`config.mk`:
```
export PLATFORM = sky130hd
export DESIGN_NAME = fpu_arbiter
export DESIGN_NICKNAME = d
export VERILOG_FILES = /design/src/rtl/fpu_arbiter.sv
export SDC_FILE = /design/constraint.sdc
export NUM_CORES = 1
export LEC_CHECK = 0
export BUFFER_PORTS_ARGS = -buffer_cell sky130_fd_sc_hd__clkbuf_2
export CAP_MARGIN = 20
export CELL_PAD_IN_SITES_DETAIL_PLACEMENT = 1
export CELL_PAD_IN_SITES_GLOBAL_PLACEMENT = 1
export CORE_MARGIN = 5
export CORE_UTILIZATION = 28
export CTS_CLUSTER_DIAMETER = 80
export DETAILED_ROUTE_END_ITERATION = 12
export MAX_ROUTING_LAYER = met4
export PLACE_DENSITY_LB_ADDON = 0.1
export SYNTH_ARGS = -nofsm -noshare
export SYNTH_HDL_FRONTEND = slang
export SYNTH_SLANG_ARGS = --single-unit
```
`constraint.sdc`:
```
create_clock -name clk -period 1.7 [get_ports clk]
set_clock_uncertainty 0.05 [all_clocks]
set_input_delay 0.085 -clock clk [delete_from_list [all_inputs] [get_ports clk]]
set_output_delay 0.085 -clock clk [all_outputs]
set_load 0.02 [all_outputs]
```
`src/rtl/fpu_arbiter.sv`:
```
// fpu_arbiter: shares one combinational half-precision FPU adder between N_REQ requesters.
// Build option: define FPU_ARB_RR_EN for round-robin selection; otherwise fixed priority (lowest index wins).
module fpu_arbiter #(
  parameter int N_REQ = 4
) (
  input  logic                clk,
  input  logic                rst_n,
  input  logic [N_REQ-1:0]    req,
  input  logic [16*N_REQ-1:0] a_in,
  input  logic [16*N_REQ-1:0] b_in,
  output logic [N_REQ-1:0]    gnt,
  output logic [N_REQ-1:0]    rsp_valid,
  output logic [15:0]         rsp_data,
  output logic [15:0]         fpu_a,
  output logic [15:0]         fpu_b,
  input  logic [15:0]         fpu_r,
  output logic                busy,
  output logic [15:0]         op_count
);

  localparam int IDX_W = (N_REQ > 1) ? $clog2(N_REQ) : 1;

  typedef enum logic [1:0] {
    IDLE = 2'd0,
    EXEC = 2'd1,
    RESP = 2'd2
  } state_e;

  state_e             state_q, state_d;
  logic [IDX_W-1:0]   w_q, w_d;
  logic [15:0]        op_a_q, op_a_d;
  logic [15:0]        op_b_q, op_b_d;
  logic [N_REQ-1:0]   gnt_q, gnt_d;
  logic [N_REQ-1:0]   rsp_valid_q, rsp_valid_d;
  logic [15:0]        rsp_data_q, rsp_data_d;
  logic [15:0]        op_count_q, op_count_d;
  logic               busy_q, busy_d;
  logic [IDX_W-1:0]   win_s;
`ifdef FPU_ARB_RR_EN
  logic [IDX_W-1:0]   last_w_q, last_w_d;
`endif

  // Winner selection: later loop iterations override, so the nearest candidate wins
  always_comb begin
    int idx;
    idx   = 0;
    win_s = '0;
`ifdef FPU_ARB_RR_EN
    for (int k = N_REQ; k >= 1; k--) begin
      idx   = (int'(last_w_q) + k) % N_REQ;
      win_s = req[idx] ? IDX_W'(idx) : win_s;
    end
`else
    for (int i = N_REQ - 1; i >= 0; i--) begin
      idx   = i;
      win_s = req[idx] ? IDX_W'(idx) : win_s;
    end
`endif
  end

  // Next-state and registered-output computation for the IDLE/EXEC/RESP sequencer
  always_comb begin
    state_d     = state_q;
    w_d         = w_q;
    op_a_d      = op_a_q;
    op_b_d      = op_b_q;
    gnt_d       = '0;
    rsp_valid_d = '0;
    rsp_data_d  = rsp_data_q;
    op_count_d  = op_count_q;
`ifdef FPU_ARB_RR_EN
    last_w_d    = last_w_q;
`endif
    case (state_q)
      IDLE: begin
        if (|req) begin
          state_d        = EXEC;
          w_d            = win_s;
          op_a_d         = a_in[int'(win_s)*16 +: 16];
          op_b_d         = b_in[int'(win_s)*16 +: 16];
          gnt_d[win_s]   = 1'b1;
`ifdef FPU_ARB_RR_EN
          last_w_d       = win_s;
`endif
        end else begin
          state_d = IDLE;
        end
      end
      EXEC: begin
        state_d          = RESP;
        rsp_data_d       = fpu_r;
        rsp_valid_d[w_q] = 1'b1;
      end
      RESP: begin
        state_d = IDLE;
        if (op_count_q != 16'hFFFF) begin
          op_count_d = op_count_q + 16'd1;
        end else begin
          op_count_d = op_count_q;
        end
      end
      default: begin
        state_d = IDLE;
      end
    endcase
    busy_d = (state_d != IDLE);
  end

  // State and output registers; an async reset aborts any operation in flight
  always_ff @(posedge clk or negedge rst_n) begin
    if (!rst_n) begin
      state_q     <= IDLE;
      w_q         <= '0;
      op_a_q      <= 16'h0000;
      op_b_q      <= 16'h0000;
      gnt_q       <= '0;
      rsp_valid_q <= '0;
      rsp_data_q  <= 16'h0000;
      op_count_q  <= 16'h0000;
      busy_q      <= 1'b0;
`ifdef FPU_ARB_RR_EN
      last_w_q    <= IDX_W'(N_REQ - 1);
`endif
    end else begin
      state_q     <= state_d;
      w_q         <= w_d;
      op_a_q      <= op_a_d;
      op_b_q      <= op_b_d;
      gnt_q       <= gnt_d;
      rsp_valid_q <= rsp_valid_d;
      rsp_data_q  <= rsp_data_d;
      op_count_q  <= op_count_d;
      busy_q      <= busy_d;
`ifdef FPU_ARB_RR_EN
      last_w_q    <= last_w_d;
`endif
    end
  end

  assign gnt       = gnt_q;
  assign rsp_valid = rsp_valid_q;
  assign rsp_data  = rsp_data_q;
  assign fpu_a     = op_a_q;
  assign fpu_b     = op_b_q;
  assign busy      = busy_q;
  assign op_count  = op_count_q;

endmodule

```
==> flow_summary.yaml <==
clock_tree:
  clockRootBuffer: "clkbuf_16"
  htreeDepth: 3
  worst_skew_pair.late_latency_ns: 0.34
  cts.sinks: 77
  clock_path_buffers: 2
  cts_tree: "yes"
  cts.reportedPaths.clkPinSlew_ns: 0.06
  cts_made_buffers: 9
placement:
  pre_cts_ws_ns: -0.00385
  placedCellCount: 760
  placement.cell_area_sq_mm: 0.00524
  portBuffers: 222
  gp_congestion: 0.796
  dp_hpwl_um: 10500
floorplan:
  die-area_sq_mm: 0.0159
  core_region_area_sq_mm: 0.0132
  initial_core_util_pct: 28.6
  die_w_um: 126
  io_pins: 223
  die_h_um: 126
  row_count: 42
logic_synthesis:
  synth_edf_count: 0
  synth.cell_area_sq_mm: 0.00377
  syn-instance-count: 360
  synth_cell_types: 41
  yosysWarningCount: 0
  synthesis.nets: 511
  dominantRegCellSynth: "dfrtp_1"
  seq_area_frac_synth_pct: 51.2
  synth_seq_cells: 77
  syn_area_per_cell_sq_um: 10.5
  synthArstFlopShare_pct: 100
finish:
  instances_no_fill: 795
  final_common_cell: "clkbuf_2"
  final_core_util_pct: 44.1
  postLayoutCellArea_sq_mm: 0.00582
  drive_above_1_share_pct: 46.8
  num-fill-cells: 1548
  nets: 765
  area_growth_pct: 54.6
  layout_common_cells: "clkbuf_2, nand2_1, dfrtp_1"
  n_antenna_cell: 0
sta:
  fin_crit_sh_pct: 95.7
  fin_ws_ns: 0.0734
  whs_ns: 0.0240
  period_needed_ns: 1.63
  rsz0062_at_grt: "yes"
  setup_viol_count_final: 0
  totalNegativeSetupSlack_ns: 0
  worst_pin_slew_ns: 0.579
  maxSlewViolCount: 0
  relSlewSlack_pct: 61.3
  hold_violations: 0
  fmax_mhz: 615
grt:
  antenna_found_initial: 0
  grt_max_degree: 35
  grt_pass1_wl_um: 22300
  grt_usage_pct: 18.0
  gr-total-overflow: 0
  grt_pass1_vias: 4346
critical_path:
  crit_path_max_fanout: 4
  start_kind: "register"
  worst-setup-path-type: "reg -> reg"
  r2r_slack_ns: 0.07
  required_ns: 1.86
  cp-end-kind: "register"
  crit_arrival_ns: 1.78
pwr:
  irDropWorstVdd_v: 0.000606
  total_power_mw: 8.84
  power_density_mw_per_mm2: 1520
  power_leakage_nw: 3.13
drt:
  dr.max_layer_used: "met4"
  vias_per_cell: 4.85
  num_vias: 3856
  drt-met1-wl_um: 5810
  dr.pass1.iters: 4
  wl_met2_um: 7110
  drt.antenna.violating_nets: 0
  met3_length_um: 697
  wire_per_inst_um: 17.5
  drtIter0Drc: 140
  routed_wl_um: 13900
  drc: 0
run_status:
  status: "finished clean"
run:
  drv_cap: 0
min_path:
  hold_path_class: "in -> reg"
sequential cells by signal (all words and copies together) (netlist names):
name / flops
op_count: 16
fpu_a: 16
rsp_valid: 4
fpu_b: 16
gnt: 4
busy: 1
state_q: 2
rsp_data: 16
w_q: 2
Yosys cell counts (all sizes together) (3+ instances only):
cell type,n,area [sq um]
buf,12,65.1
nand4,5,43.8
mux2i,32,320
nor2,7,28.8
nor4,3,40.0
nand3,5,25.0
nand2,90,338
o221ai,32,280
nor3,7,40.0
clkbuf,13,48.8
xor2,12,105
dfrtp,77,1930
nor2b,4,25.0
and2,3,18.8
a22oi,32,240
area by class of cell:
type	instances	area, sq um	share of cell area, %
clock buffer	12	256	4.40
clock inverter	4	47.5	0.817
inverter	2	7.51	0.129
multi-input combinational	257	1840	31.6
sequential	77	1930	33.2
tap	176	220	3.78
timing repair buffer	267	1520	26.1
layer usage:
metal | vias up | global-route usage (%)
met3 | 16 | 3.26
met4 | 0 | 6.56
met1 | 1877 | 21.3
met5 | - | -
met2 | 132 | 30.6
li1 | 1831 | -
worst max-delay path, stage by stage, from the launching register on:
cell	delay [ns]
dfrtp_1	0.39
ha_4	0.17
nand3_4	0.10
nor4_4	0.37
buf_4	0.20
nor3b_1	0.06
xor2_1	0.16
path summary, 6_finish.rpt:
kind | to | cells past startpoint | from
max | op_count[5] | 6 | op_count[1]
min | fpu_a[1] | 3 | a_in[17]
max reg2reg | op_count[5] | 6 | op_count[1]
min reg2reg | rsp_data[9] | 2 | rsp_data[9]
max in group asynchronous | fpu_a[13] | 3 | rst_n
min in group asynchronous | rsp_data[10] | 2 | rst_n
kinds of logic after synthesis:
| kind of cell | Yosys count | share of synthesized area (%) |
|---|---|---|
| buf+inv | 27 | 3.22 |
| xor+xnor | 12 | 2.79 |
| simple gates | 134 | 16.7 |
| mux | 33 | 8.90 |
| fa+ha+maj | 1 | 0.332 |
| compound gates | 76 | 16.9 |
| flops | 77 | 51.2 |
repair_timing:
item	in CTS	in global routing
endpoints found under the setup margin	1	38
gates cloned	0	1
pin swaps	1	1
resized for setup	1	14
hold buffers	17	0
buffers inserted	0	1
endpoints found under the hold margin	77	0
report_power, final:
part | internal [mW] | switching [mW] | total, mW | leakage, nW
sequential | 2.56 | 0.465 | 3.03 | 0.970
combinational | 1.40 | 2.45 | 3.85 | 2.02
clock | 1.21 | 0.754 | 1.97 | 0.149
Note: power is estimated with default switching activity, not from simulation.
